===== src/rtl/rs_integer_queue.sv =====
// Integer reservation station: collapsing age-ordered queue fed by Dispatch,
// woken by the integer CDB, and issuing the oldest ready entry to the ALU.
module rs_integer_queue #(
  parameter int ENTRIES = 4,
  parameter int TAG_W   = 6
) (
  input  logic               clk,
  input  logic               reset,
  input  logic               flush,
  input  logic               rs_dest,
  input  logic [TAG_W+69:0]  rs_data,
  output logic               rs_is_full,
  input  logic               cdb_valid,
  input  logic [TAG_W+31:0]  cdb_data,
  output logic               issue_valid,
  input  logic               issue_ready,
  output logic [TAG_W-1:0]   issue_rob_dest,
  output logic [3:0]         issue_op,
  output logic [31:0]        issue_a,
  output logic [31:0]        issue_b
);

  localparam int CW = $clog2(ENTRIES + 1);
  localparam int IW = (ENTRIES > 1) ? $clog2(ENTRIES) : 1;

  logic [CW-1:0]      count_q, count_d, count_mid;
  logic [TAG_W-1:0]   dest_q [ENTRIES];
  logic [TAG_W-1:0]   dest_d [ENTRIES];
  logic [3:0]         op_q   [ENTRIES];
  logic [3:0]         op_d   [ENTRIES];
  logic [31:0]        val1_q [ENTRIES];
  logic [31:0]        val1_d [ENTRIES];
  logic [31:0]        val2_q [ENTRIES];
  logic [31:0]        val2_d [ENTRIES];
  logic [31:0]        w_val1 [ENTRIES];
  logic [31:0]        w_val2 [ENTRIES];
  logic [ENTRIES-1:0] rdy1_q, rdy1_d, rdy2_q, rdy2_d, w_rdy1, w_rdy2;
  logic               lock_q, lock_d;
  logic [IW-1:0]      lock_idx_q, lock_idx_d;

  logic               sel_found, fire, accept;
  logic [IW-1:0]      sel_idx;
  logic [TAG_W-1:0]   cdb_tag;
  logic               in_rdy1, in_rdy2;
  logic [31:0]        in_val1, in_val2;
  int unsigned        src;

  assign cdb_tag    = cdb_data[TAG_W+31:32];
  assign rs_is_full = (count_q == CW'(ENTRIES));

  // A stalled selection is pinned so a late wakeup of an older slot cannot
  // change the presented issue while the ALU holds off.
  always_comb begin
    sel_found = 1'b0;
    sel_idx   = '0;
    if (lock_q) begin
      sel_found = 1'b1;
      sel_idx   = lock_idx_q;
    end else begin
      for (int unsigned i = 0; i < ENTRIES; i++) begin
        if (!sel_found && i < 32'(count_q) && rdy1_q[i] && rdy2_q[i]) begin
          sel_found = 1'b1;
          sel_idx   = IW'(i);
        end
      end
    end
  end

  always_comb begin
    issue_valid    = sel_found;
    issue_rob_dest = '0;
    issue_op       = '0;
    issue_a        = '0;
    issue_b        = '0;
    if (sel_found) begin
      issue_rob_dest = dest_q[sel_idx];
      issue_op       = op_q[sel_idx];
      issue_a        = val1_q[sel_idx];
      issue_b        = val2_q[sel_idx];
    end
  end

  always_comb begin
    w_rdy1 = '0;
    w_rdy2 = '0;
    for (int unsigned i = 0; i < ENTRIES; i++) begin
      w_rdy1[i] = rdy1_q[i] || (cdb_valid && val1_q[i][TAG_W-1:0] == cdb_tag);
      w_rdy2[i] = rdy2_q[i] || (cdb_valid && val2_q[i][TAG_W-1:0] == cdb_tag);
      w_val1[i] = rdy1_q[i] ? val1_q[i] : (w_rdy1[i] ? cdb_data[31:0] : val1_q[i]);
      w_val2[i] = rdy2_q[i] ? val2_q[i] : (w_rdy2[i] ? cdb_data[31:0] : val2_q[i]);
    end
    in_rdy1 = rs_data[65] || (cdb_valid && rs_data[33+:TAG_W] == cdb_tag);
    in_rdy2 = rs_data[32] || (cdb_valid && rs_data[0+:TAG_W] == cdb_tag);
    in_val1 = (!rs_data[65] && in_rdy1) ? cdb_data[31:0] : rs_data[64:33];
    in_val2 = (!rs_data[32] && in_rdy2) ? cdb_data[31:0] : rs_data[31:0];
  end

  always_comb begin
    fire      = sel_found && issue_ready;
    accept    = rs_dest && !rs_is_full;
    src       = 0;
    rdy1_d    = '0;
    rdy2_d    = '0;
    // Shift-down and wakeup compose: each slot takes its upper neighbour's woken state.
    for (int unsigned i = 0; i < ENTRIES; i++) begin
      src = (fire && i >= 32'(sel_idx) && i + 1 < ENTRIES) ? i + 1 : i;
      dest_d[i] = dest_q[src];
      op_d[i]   = op_q[src];
      rdy1_d[i] = w_rdy1[src];
      val1_d[i] = w_val1[src];
      rdy2_d[i] = w_rdy2[src];
      val2_d[i] = w_val2[src];
    end
    count_mid = count_q - CW'(fire);
    for (int unsigned i = 0; i < ENTRIES; i++) begin
      if (accept && i == 32'(count_mid)) begin
        dest_d[i] = rs_data[TAG_W+69:70];
        op_d[i]   = rs_data[69:66];
        rdy1_d[i] = in_rdy1;
        val1_d[i] = in_val1;
        rdy2_d[i] = in_rdy2;
        val2_d[i] = in_val2;
      end
    end
    count_d    = count_mid + CW'(accept);
    lock_d     = sel_found && !issue_ready;
    lock_idx_d = sel_idx;
    if (flush) begin
      count_d = '0;
      lock_d  = 1'b0;
    end
  end

  always_ff @(posedge clk) begin
    if (!reset) begin
      count_q    <= '0;
      lock_q     <= 1'b0;
      lock_idx_q <= '0;
    end else begin
      count_q    <= count_d;
      lock_q     <= lock_d;
      lock_idx_q <= lock_idx_d;
    end
  end

  always_ff @(posedge clk) begin
    dest_q <= dest_d;
    op_q   <= op_d;
    rdy1_q <= rdy1_d;
    val1_q <= val1_d;
    rdy2_q <= rdy2_d;
    val2_q <= val2_d;
  end

endmodule


===== config.mk =====
export PLATFORM = sky130hd
export DESIGN_NAME = rs_integer_queue
export DESIGN_NICKNAME = d
export VERILOG_FILES = /design/src/rtl/rs_integer_queue.sv
export SDC_FILE = /design/constraint.sdc
export NUM_CORES = 1
export LEC_CHECK = 0
export CORE_ASPECT_RATIO = 1.5
export CORE_MARGIN = 2
export CORE_UTILIZATION = 45
export DETAILED_ROUTE_END_ITERATION = 10
export PLACE_DENSITY = 0.73
export SKIP_LAST_GASP = 1
export SLEW_MARGIN = 0
export SYNTH_ARGS = -nofsm -noshare
export SYNTH_HDL_FRONTEND = slang
export SYNTH_SLANG_ARGS = --single-unit
export TNS_END_PERCENT = 1

===== constraint.sdc =====
create_clock -name clk -period 3.1 [get_ports clk]
set_input_delay 0.31 -clock clk [delete_from_list [all_inputs] [get_ports clk]]
set_output_delay 0.31 -clock clk [all_outputs]
set_load 0.05 [all_outputs]

==> Word-level counts from Yosys, hierarchy flattened <==
Index checks and enable logic that the tools add are counted.
{ "word_totals": {"output_inout_bits": 76, "in_bits": 120, "wordCells": 227, "ff_bits": 310} }
{ "classes": {"n_reduce_logical": 52, "addsub": 2, "n_lt_le_gt_ge": 14, "eq_ne": 14, "n_mux": 119, "n_bitwise": 5} }
{ "ops": {"columns": ["op", "n"], "rows": [
  ["32-bit 2-to-1 mux", 44],
  ["32-bit binary-select mux with 2-bit select", 8],
  ["33-bit by 3-bit greater-or-equal comparator with 1-bit output (second input constant)", 3],
  ["6-bit 2-to-1 mux", 12],
  ["2-bit NOT with 33-bit output", 2],
  ["6-bit == test", 10],
  ["6-bit binary-select mux with 2-bit select", 4],
  ["4-bit 2-to-1 mux", 12],
  ["1-bit logical AND", 33],
  ["1-bit NOT with 33-bit output", 1],
  ["4-bit binary-select mux with 2-bit select", 4],
  ["1-bit 2-to-1 mux", 25],
  ["1-bit binary-select mux with 2-bit select", 6],
  ["1-bit logical OR", 10],
  ["2-bit 2-to-1 mux", 4],
  ["1-bit logical NOT", 7],
  ["2-bit by 3-bit == test with 1-bit output (first input constant)", 2],
  ["1-bit by 3-bit < comparator with 1-bit output (first input constant)", 2],
  ["2-bit by 3-bit < comparator with 1-bit output (first input constant)", 2],
  ["2-bit by 3-bit < comparator with 1-bit output (second input constant)", 2],
  ["1-bit by 2-bit greater-or-equal comparator with 1-bit output (first input constant)", 2],
  ["3-bit by 1-bit adder with 3-bit output", 1],
  ["1-bit by 3-bit == test with 1-bit output (first input constant)", 1],
  ["3-bit == test (second input constant)", 1],
  ["8 further kinds", 8]
]} }

==> Depth between registers and ports, before layout <==
Gate-level depths: netlist (run 1).
{ "depth": {"word_depth": 31, "mapped_depth": 14, "ltp_nobuf": 11} }

==> Least setup slack after synthesis (run 1) <==
Ideal clock, no wire load.
{ "synth_path": {"kind": "reg2reg", "startpoint": "reg count_q[2]", "endpoint": "reg dest_q[12] in the netlist's numbering, enable pin", "n_path_buf": 3, "t_required_ns": 2.781, "synth_period_minus_slack_ns": 3.147, "arrival_ns": 2.827, "setup_slack_ns": -0.047, "path_stages_with_launch": 13, "path_cell_list": "dfxtp_1 > buf_4 > o311ai_2 > nand3_1 > o21a_1 > ha_1 > ha_1 > o211a_1 > o21a_1 > nand3_1 > clkbuf_1 > clkbuf_1 > nand2_1"} }
{ "synth_between": {"elab_chain_cells": 31, "elab_cells_between_ends": 45, "cone_classes": "1 x add/sub; 5 x order compare; 2 x eq/ne; 17 x mux; 1 x bitwise; 19 x reduce/logical"} }
{ "synth_rtl": {"columns": ["item", "line", "source"], "rows": [
  ["start, declared", "26", "logic [CW-1:0] count_q, count_d, count_mid;"],
  ["start signal, assigned", "140", "count_q <= count_d;"],
  ["1-bit by 3-bit < comparator with 1-bit output", "61", "if (!sel_found && i < 32'(count_q) && rdy1_q[i] && rdy2_q[i]) begin"],
  ["1-bit logical AND (2 in series)", "61", null],
  ["1-bit 2-to-1 mux", "61", null],
  ["1-bit 2-to-1 mux", "56", "if (lock_q) begin"],
  ["1-bit logical NOT", "61", null],
  ["1-bit logical AND (3 in series)", "61", null],
  ["1-bit 2-to-1 mux", "61", null],
  ["1-bit 2-to-1 mux", "56", null],
  ["[... 11 more ...]", null, null],
  ["2-bit 2-to-1 mux / 1-bit 2-to-1 mux (equally long branches)", "56", null],
  ["1-bit by 2-bit greater-or-equal comparator with 1-bit output / 1-bit logical AND (equally long branches)", "106, 99", null],
  ["1-bit logical AND", "106", "src = (fire && i >= 32'(sel_idx) && i + 1 < ENTRIES) ? i + 1 : i;"],
  ["2-bit 2-to-1 mux", "106", null],
  ["2-bit NOT with 33-bit output (implied by the code)", "107", "dest_d[i] = dest_q[src];"],
  ["6-bit binary-select mux with 2-bit select", "107", null],
  ["6-bit 2-to-1 mux (implied by the code) (2 in series)", "107", null],
  ["6-bit 2-to-1 mux *", "116", "if (accept && i == 32'(count_mid)) begin"],
  ["end signal, assigned", "147", "dest_q <= dest_d;"],
  ["end, declared", "27", "logic [TAG_W-1:0] dest_q [ENTRIES];"]
]} }
Every way passes the cells marked *; elsewhere a longest branch is shown, timed or not. The select of a mux whose other input is x is not followed.
A chain may end at the register's enable or synchronous reset.

==> Worst setup path in the final report (run 1) <==
{ "layout_path": {"startpoint": "reg count_q[2]", "endpoint": "out issue_b[26]"} }
{ "layout_between": {"elab_chain_cells": 28, "elab_cells_between_ends": 35, "cone_classes": "4 x order compare; 16 x mux; 1 x bitwise; 14 x reduce/logical"} }
{ "layout_rtl": {"columns": ["item", "line", "source"], "rows": [
  ["1-bit by 3-bit < comparator with 1-bit output", "61", null],
  ["1-bit logical AND (2 in series)", "61", null],
  ["1-bit 2-to-1 mux", "61", null],
  ["1-bit 2-to-1 mux", "56", null],
  ["1-bit logical NOT", "61", null],
  ["1-bit logical AND (3 in series)", "61", null],
  ["1-bit 2-to-1 mux", "61", null],
  ["1-bit 2-to-1 mux", "56", null],
  ["[... 6 more ...]", null, null],
  ["1-bit logical NOT", "61", null],
  ["1-bit logical AND (3 in series)", "61", null],
  ["2-bit 2-to-1 mux", "61", null],
  ["2-bit 2-to-1 mux", "56", null],
  ["2-bit NOT with 3-bit output (implied by the code)", "79", "issue_b = val2_q[sel_idx];"],
  ["32-bit binary-select mux with 2-bit select", "79", null],
  ["32-bit 2-to-1 mux (implied by the code) (2 in series)", "79", null],
  ["32-bit 2-to-1 mux *", "75", "if (sel_found) begin"],
  ["end, declared", "20", "output logic [31:0] issue_b"]
]} }
Marks and branches as above.

==> metrics.md, run 1 <==
| Metric | Value |
|---|---|
| Status | finished, violations left |
| Failing checks | negative setup slack |
| Layout cells sized above 1 | 0.187 |
| Storage element area | 6610 µm² |
| Most frequent CP cell | buf_12 |
| Routing usage on met1 | 0.334 |
| # diodes | 0 |
| Clock skew | around 0.023 ns |
| Most instantiated cells after synthesis | dfxtp_1 (270), mux2i_1 (258), nand2_1 (161) |
| Vias per cell | just under 7 |
| Worst r2r path cells | 15 |
| Clock power share | 0.249 |
| WP data required | 2.79 ns |
| GRT Util Overall | 0.301 |
| Starting density of the core | 0.455 |
| Synth top area cells | dfxtp_1 (30%), mux2i_1 (14%), mux4_2 (9.1%) |
| Vias | 17100 |
| Final Hold Fails | 0 |
| Setup crit end kind | primary output |
| Worst path slowest cell | mux4_2 |
| Flop2flop setup slack | -0.11 ns |
| Most common cell in the netlist | dfxtp_1 |
| Htree depth | 1 |
| RSZ-0062 raised after global routing | true |
| Met2 Use GR | 0.511 |
| Gr ovfl total | 0 |
| R2R Path End | val2_q[68] |
| Final ANT Viol Nets | 0 |
| Pleak | around 0.0089 µW |
| DRC | 0 |
| Final RePlAce weighted congestion | 0.922 |
| Area delta synth->final | 24.3% |
| Cell row count | 90 |
| Max-cap violations | 0 |
| Fillers | 3373 |
| Seq/Total Area, Yosys | 0.362 |
| Max-slew violation count | 0 |
| Most Crowded Layer GR | met2 |
| Max Root-Sink Buffers | 3 |
| Switch share | 0.336 |
| FF+latch count, synth | slightly above 300 |
| Post-Synthesis Cell Area | 18300 µm² |
| Post-synthesis async set-or-reset flop share | 0 |
| Pwr dens | around 710 nW/µm² |
| Cells after Synth | about 1900 |
| Worst Hold End | lock_idx_q[0] |
| Syn avg cell area | 9.78 µm² |
| Area leader, netlist | dfxtp_1 |
| Arrival time at the worst endpoint | 3.02 ns |
| Crit path depth | 10 |
| Hold/Removal Path Class | in2reg |
| Initial antenna violation count | 0 |
| Total Power | between 15000 and 20000 µW |
| F_max | approximately 0.30 GHz |
| Seq pwr share | 0.430 |
| Non-Filler Instances | roughly 2500 |
| Crit Path Class | reg2out |
| Latest clock arrival within the worst-skew pair | around 0.6 ns |
| Comb pwr share | 0.320 |
| Cell chosen for the clock root | clkbuf_16 |
| Cell count after placement | around 2500 |
| Die Y | ~250 µm |
| Hold depth | 2 |
| Num Clock Sinks | 310 |
| Top FF cell, synth | dfxtp_1 |
| HP Start | reset |
| Clk pin slew, worst setup/hold paths | 0.06 ns |
| Port Buffers | 195 |
| Tcrit/Tclk final | 1.07 |
| Worst path cell trace | o311ai_4 > buf_4 > and2_4 > a22o_4 > buf_12 > buf_12 > buf_16 > mux4_2 > and2_4 > buf_12 |
| Number of library cell types mapped by synthesis | 66 |
| Crit start category | flop |
| Cell area after layout | 22700 µm² |
| CTS tree | yes |
| Max VDD drop | between 0.3 and 0.4 mV |
| Post-DP HPWL | 41.9 mm |
| Fin nets | 2136 |
| Met3 Use GR | 0.0453 |
| Initial DRT Pass Iterations | 6 |
| Core Footprint | 40100 µm² |
| Final worst slack | -0.227 ns |
| Initial DRC Count | 1866 |
| Cell-internal power | ~11000 µW |
| Critical path buffers and inverters | 5 |
| Critical path's top delay family | buffers and inverters |
| Post-Syn Nets | 1989 |
| Net Switching | 5440 µW |
| First-pass GRT wire length | a little under 100 mm |
| Die area | approximately 42000 µm² |
| DR WL/cell | 25.9 µm |
| CP Max Fanout | 6 |
| Fin crit period | around 3.3 ns |
| Setup violators final | 135 |
| Pin count of the biggest net entering global routing | 112 |
| Worst slew margin | 0.215 |
| Total CTS buffers | 31 |
| Vias in the first global route | 17800 |
| I/O pins | slightly below 200 |
| Number of flops mapped to enable cells by yosys | 40 |
| Placed Area | 21200 µm² |
| Share of the synthesized area in the top cell type | 0.296 |
| Area occupied by multi-input gates | 10700 µm² |
| Worst slew pin tran | ~1.2 ns |
| DRT Wirelength | 65.7 mm |
| Die W | 168 µm |
| R2r startpoint | count_q[2] |
| Synth warnings | 0 |
| CP peak stage delay | approximately 0.53 ns |
-- final cells by class --
type | count | area share
multi-input combinational | 1335 | 0.474
inverter | 12 | 0.00199
clock buffer | 48 | 0.0425
tap | 506 | 0.0279
timing repair buffer | 323 | 0.157
sequential | 310 | 0.291
clock inverter | 8 | 0.00524
-- stage by stage --
| step | hold WS, ns | TNS [ns] | util | worst slack [ns] |
|---|---|---|---|---|
| 6_report | 0.337 | -15.92 | 0.566 | -0.227 |
| 3_3_place_gp | 0.514 | 0 | 0.530 | 0.155 |
| 2_1_floorplan | 0.386 | -0.448 | - | -0.0448 |
| 5_1_grt | 0.365 | -42.46 | 0.566 | -0.275 |
| 3_5_place_dp | 0.540 | 0 | 0.530 | 0.111 |
| 4_1_cts | 0.319 | -11.33 | 0.565 | -0.209 |
-- layer usage --
metal / share of wire / up-vias / wire [µm]
met4: 0.077 / 0 / 5050
met1: 0.34 / 8317 / 22600
met3: 0.089 / 314 / 5820
met2: 0.49 / 1144 / 32200
met5: 0 / - / 0
li1: - / 7318 / -
-- worst register-to-register path: stages, from the launching register on --
cell      delay (ns)
dfxtp_2         0.35
o311ai_4        0.30
buf_4           0.16
buf_4           0.09
nand3_1         0.12
o21a_1          0.23
ha_1            0.18
ha_1            0.22
o211a_1         0.15
o21a_1          0.23
buf_4           0.17
nand3_4         0.16
buf_12          0.25
buf_4           0.25
o21ai_1         0.10
o22ai_1         0.17
-- logic make-up after synthesis --
kind of cell / after synthesis / synth area share
buffers and inverters: 222 / 0.0616
flip-flops: 310 / 0.362
multiplexers: 335 / 0.236
XOR/XNOR: 60 / 0.0288
AO/OA/AOI/OAI: 480 / 0.182
adder cells (fa/ha/maj): 3 / 0.00206
AND/OR/NAND/NOR: 456 / 0.128
-- power groups by stage --
stage / registers (µW) / clock network (µW) / logic (µW)
detailed placement: 6940 / 0 / 5010
CTS: 6870 / 4030 / 5080
global route: 7080 / 4190 / 5580
finish: 6960 / 4030 / 5180
floorplan: 6530 / 0 / 3780
global placement: 6830 / 0 / 4760
-- cell usage in the layout (no fill, tap or decap), types with 4 or more instances in the layout --
cell             synthesis  layout
o21ai_0                 77      77
o2111ai_1               33      33
a21oi_1                 97      97
buf_6                   25      16
o2bb2ai_1               66      66
nand2_1                161     160
clkinv_2                 0       4
nor2b_1                  7       6
o21ai_1                 26      25
clkbuf_16                0      33
buf_16                   0       4
mux2i_1                258     257
buf_4                   11     127
xnor2_1                 50      50
xor2_1                  10      10
nor2_1                  20      18
edfxtp_1                40      40
o22ai_1                 64      64
inv_1                   12      12
nor3_1                  71      68
nand4_1                  5       5
and2_1                  77      69
nand3_1                 24      21
and2_4                   1      10
o221a_1                 30      30
buf_12                   0      55
dfxtp_1                270     268
clkdlybuf4s50_1          0     120
mux4_2                  74      74
clkbuf_1               118       4
clkbuf_8                 0      10
or3_1                   67      67
a22oi_1                 62      62
-- sequential cells by signal, summed over array words and instances (netlist names) --
name        count
lock_q          1
count_q         3
rdy2_q          4
val2_q        128
op_q           16
dest_q         24
rdy1_q          4
lock_idx_q      2
val1_q        128
-- timing repair --
item | in CTS | in global routing
pin swaps | 3 | 2
setup buffers | 10 | 2
hold buffers | 0 | 0
gates resized for setup | 32 | 1
setup endpoints to repair | 74 | 202
cloned | 4 | 1
-- worst max-delay path by stage --
stage / from / endpoint / slack [ns]
floorplan: count_q[2] / dest_q[10] / -0.04
global route: count_q[2] / issue_b[28] / -0.27
CTS: count_q[0] / issue_a[18] / -0.21
global placement: count_q[2] / val1_q[96] / 0.16
detailed placement: count_q[2] / val2_q[68] / 0.11
finish: count_q[2] / issue_b[26] / -0.23
No activity file was read; power rests on OpenSTA's default activity.
==> run 2: changes to the inputs <==
==> constraint.sdc (replaced) <==
create_clock -name clk -period 3.1 [get_ports clk]
set_input_delay 0.465 -clock clk [delete_from_list [all_inputs] [get_ports clk]]
set_output_delay 0.465 -clock clk [all_outputs]
set_load 0.05 [all_outputs]
==> run 2 against run 1 <==
Effect of this change: the flow still finishes with violations (negative setup slack); clock skew is 0.0055 ns lower; sequential power hardly changed; critical path depth is 1 lower; sequential share of layout area is 0.46 points lower; setup slack worse by 0.022 ns; routed wire length is 1.8% higher; power is 1.5% lower; hold slack better by 0.18 ns; die area stayed put; global-route usage is 0.47 points higher; design area is 1.6% higher; flip-flop and latch count stayed put.
==> metrics.md, run 2 (same netlist as run 1, synthesis figures left out) <==
| Metric | Value |
|---|---|
| Status | finished, violations left (unchanged) |
| Failing checks | negative setup slack (unchanged) |
| Clock skew | 0.0178 ns (was 0.0232 ns) |
| Max VDD drop | 0.392 mV (was 0.388 mV) |
| CP Max Fanout | 9 (was 6) |
| Max Root-Sink Buffers | 3 (unchanged) |
| Clk pin slew, worst setup/hold paths | 0.07 ns (was 0.06 ns) |
| Htree depth | 1 (unchanged) |
| Max-slew violation count | 0 (unchanged) |
| Initial antenna violation count | 1 (was 0) |
| Tcrit/Tclk final | 1.08 (was 1.07) |
| Gr ovfl total | 0 (unchanged) |
| R2R Path End | val1_q[100] (was val2_q[68]) |
| Layout cells sized above 1 | 0.201 (was 0.187) |
| Final ANT Viol Nets | 0 (unchanged) |
| F_max | 0.299 GHz (was 0.301 GHz) |
| Setup violators final | 135 (unchanged) |
| Crit Path Class | reg2out (unchanged) |
| Pwr dens | 690 nW/µm² (was 713 nW/µm²) |
| I/O pins | 196 (unchanged) |
| Area occupied by multi-input gates | 10800 µm² (was 10700 µm²) |
| RSZ-0062 raised after global routing | true (unchanged) |
| Total Power | 15900 µW (was 16200 µW) |
| Seq pwr share | 0.437 (was 0.430) |
| Cell count after placement | 2502 (was 2469) |
| First-pass GRT wire length | 100 mm (was 99.3 mm) |
| Pin count of the biggest net entering global routing | 69 (was 112) |
| Switch share | 0.344 (was 0.336) |
| Setup crit end kind | primary output (unchanged) |
| Worst setup path endpoint | issue_b[18] (was issue_b[26]) |
| Total CTS buffers | 30 (was 31) |
| Clock power share | 0.231 (was 0.249) |
| Crit. Startpoint | count_q[2] (unchanged) |
| Final Hold Fails | 0 (unchanged) |
| Worst slew margin | 0.241 (was 0.215) |
| Comb pwr share | 0.332 (was 0.320) |
| Pleak | 0.00913 µW (was 0.00892 µW) |
| Fillers | 3385 (was 3373) |
| Port Buffers | 195 (unchanged) |
| Flop2flop setup slack | -0.07 ns (was -0.11 ns) |
| Registers with the most flip-flops | val1_q: 128 flops, val2_q: 128 flops, dest_q: 24 flops (unchanged) |
| Non-Filler Instances | 2580 (was 2542) |
| Most common cell after layout, fill and taps aside | dfxtp_1 (unchanged) |
| Die W | 168 µm (unchanged) |
| Final worst slack | -0.250 ns (was -0.227 ns) |
| Met3 Use GR | 0.0542 (was 0.0453) |
| Crit start category | flop (unchanged) |
| Cell-internal power | 10400 µW (was 10700 µW) |
| Vias in the first global route | 17700 (was 17800) |
| Area delta synth->final | 26.3% (was 24.3%) |
| Die Y | 251 µm (unchanged) |
| DRT Wirelength | 66.9 mm (was 65.7 mm) |
| Fin nets | 2172 (was 2136) |
| DR WL/cell | 25.9 µm (about the same) |
| GRT Util Overall | 0.305 (was 0.301) |
| Cell row count | 90 (unchanged) |
| Placed Area | 21700 µm² (was 21200 µm²) |
| Met2 Use GR | 0.512 (was 0.511) |
| Initial DRC Count | 1801 (was 1866) |
| Worst r2r path cells | 15 (unchanged) |
| Most frequent cells in the layout | dfxtp_1 (265), mux2i_1 (257), nand2_1 (160), buf_4 (148), clkdlybuf4s50_1 (120) (was dfxtp_1 (268), mux2i_1 (257), nand2_1 (160), buf_4 (127), clkdlybuf4s50_1 (120)) |
| Cell chosen for the clock root | clkbuf_16 (unchanged) |
| Num Clock Sinks | 310 (unchanged) |
| Fin crit period | 3.35 ns (was 3.33 ns) |
| Core Footprint | 40100 µm² (unchanged) |
| Vias | 17100 (about the same) |
| Starting density of the core | 0.455 (unchanged) |
| Hold/Removal Path Class | in2reg (unchanged) |
| CTS tree | yes (unchanged) |
| Final RePlAce weighted congestion | 0.920 (was 0.922) |
| Cts hold-fix bufs | 0 (unchanged) |
| Post-DP HPWL | 43.5 mm (was 41.9 mm) |
| Most Crowded Layer GR | met2 (unchanged) |
| Latest clock arrival within the worst-skew pair | 0.59 ns (was 0.60 ns) |
| Worst slew pin tran | 1.14 ns (was 1.17 ns) |
| Max-cap violations | 0 (unchanged) |
| Storage element area | 6620 µm² (was 6610 µm²) |
| Arrival time at the worst endpoint | 2.88 ns (was 3.02 ns) |
| Die area | 42200 µm² (unchanged) |
| Place WS | 0.0294 ns (was 0.111 ns) |
| R2r startpoint | count_q[1] (was count_q[2]) |
| Cell area after layout | 23100 µm² (was 22700 µm²) |
| Final Util | 0.575 (was 0.566) |
| DRC | 0 (unchanged) |
| Routing usage on met1 | 0.342 (was 0.334) |
| Net Switching | 5480 µW (was 5440 µW) |
| WP data required | 2.63 ns (was 2.79 ns) |
| Vias per cell | 6.64 (was 6.72) |
| Initial DRT Pass Iterations | 6 (unchanged) |
run 2: cell types whose count changed in the layout (fill, tap and decap cells not counted), sizes merged:
cell	previous run	this run
buf	202	239
clkinv	4	10
clkbuf	49	44
bufinv	3	0
a22o	3	4
clkinvlp	0	1
diode	0	1
run 2: metal layers:
metal / part of all wire / routed length (µm)
met3: 0.087 / 5790
met5: 0 / 0
met1: 0.35 / 23500
met2: 0.48 / 32300
met4: 0.081 / 5410
run 2: worst min-delay path by stage:
stage,from,to,slack (ns),cells after the start
2_1_floorplan,rdy2_q[3],rdy2_q[3],0.51,2
4_1_cts,reset,lock_idx_q[1],0.49,2
3_5_place_dp,dest_q[1],dest_q[7],0.54,2
6_report,reset,lock_idx_q[1],0.51,2
5_1_grt,reset,lock_idx_q[0],0.54,2
3_3_place_gp,dest_q[13],dest_q[19],0.52,2
run 2: power by group through the flow:
| stage | sequential [µW] | combinational (µW) | clock (µW) |
|---|---|---|---|
| 4_1_cts | 6870 | 5170 | 3700 |
| 3_5_place_dp | 6930 | 5110 | 0 |
| 6_report | 6960 | 5280 | 3680 |
| 5_1_grt | 7090 | 5660 | 3860 |
| 3_3_place_gp | 6820 | 4880 | 0 |
| 2_1_floorplan | 6530 | 3780 | 0 |
run 2: cell type report:
type / instances / area share
inverter: 12 / 0.00195
tap: 506 / 0.0275
antenna: 1 / 0.000109
clock inverter: 12 / 0.00320
sequential: 310 / 0.287
clock buffer: 44 / 0.0389
multi-input combinational: 1336 / 0.468
timing repair buffer: 359 / 0.174
run 2: critical path: stages (launching register included):
cell and delay (ns):
dfxtp_2 0.36, buf_6 0.14, nand3_2 0.10, o21ai_4 0.24, buf_4 0.16, a22o_4 0.19, buf_12 0.17, mux4_2 0.57
and2_1 0.19, buf_4 0.18
run 2: stage by stage:
stage          hold slack (ns)  TNS [ns]
6_report                 0.512    -17.50
2_1_floorplan            0.507    -0.448
5_1_grt                  0.540    -48.99
3_3_place_gp             0.521         0
3_5_place_dp             0.542         0
4_1_cts                  0.494    -15.97
run 2: repair_timing:
action,4_1_cts,5_1_grt
hold endpoints to repair,0,0
gates cloned,4,0
buffers inserted,14,3
pin swaps,8,7
gates resized for setup,20,20
endpoints found under the setup margin,74,354
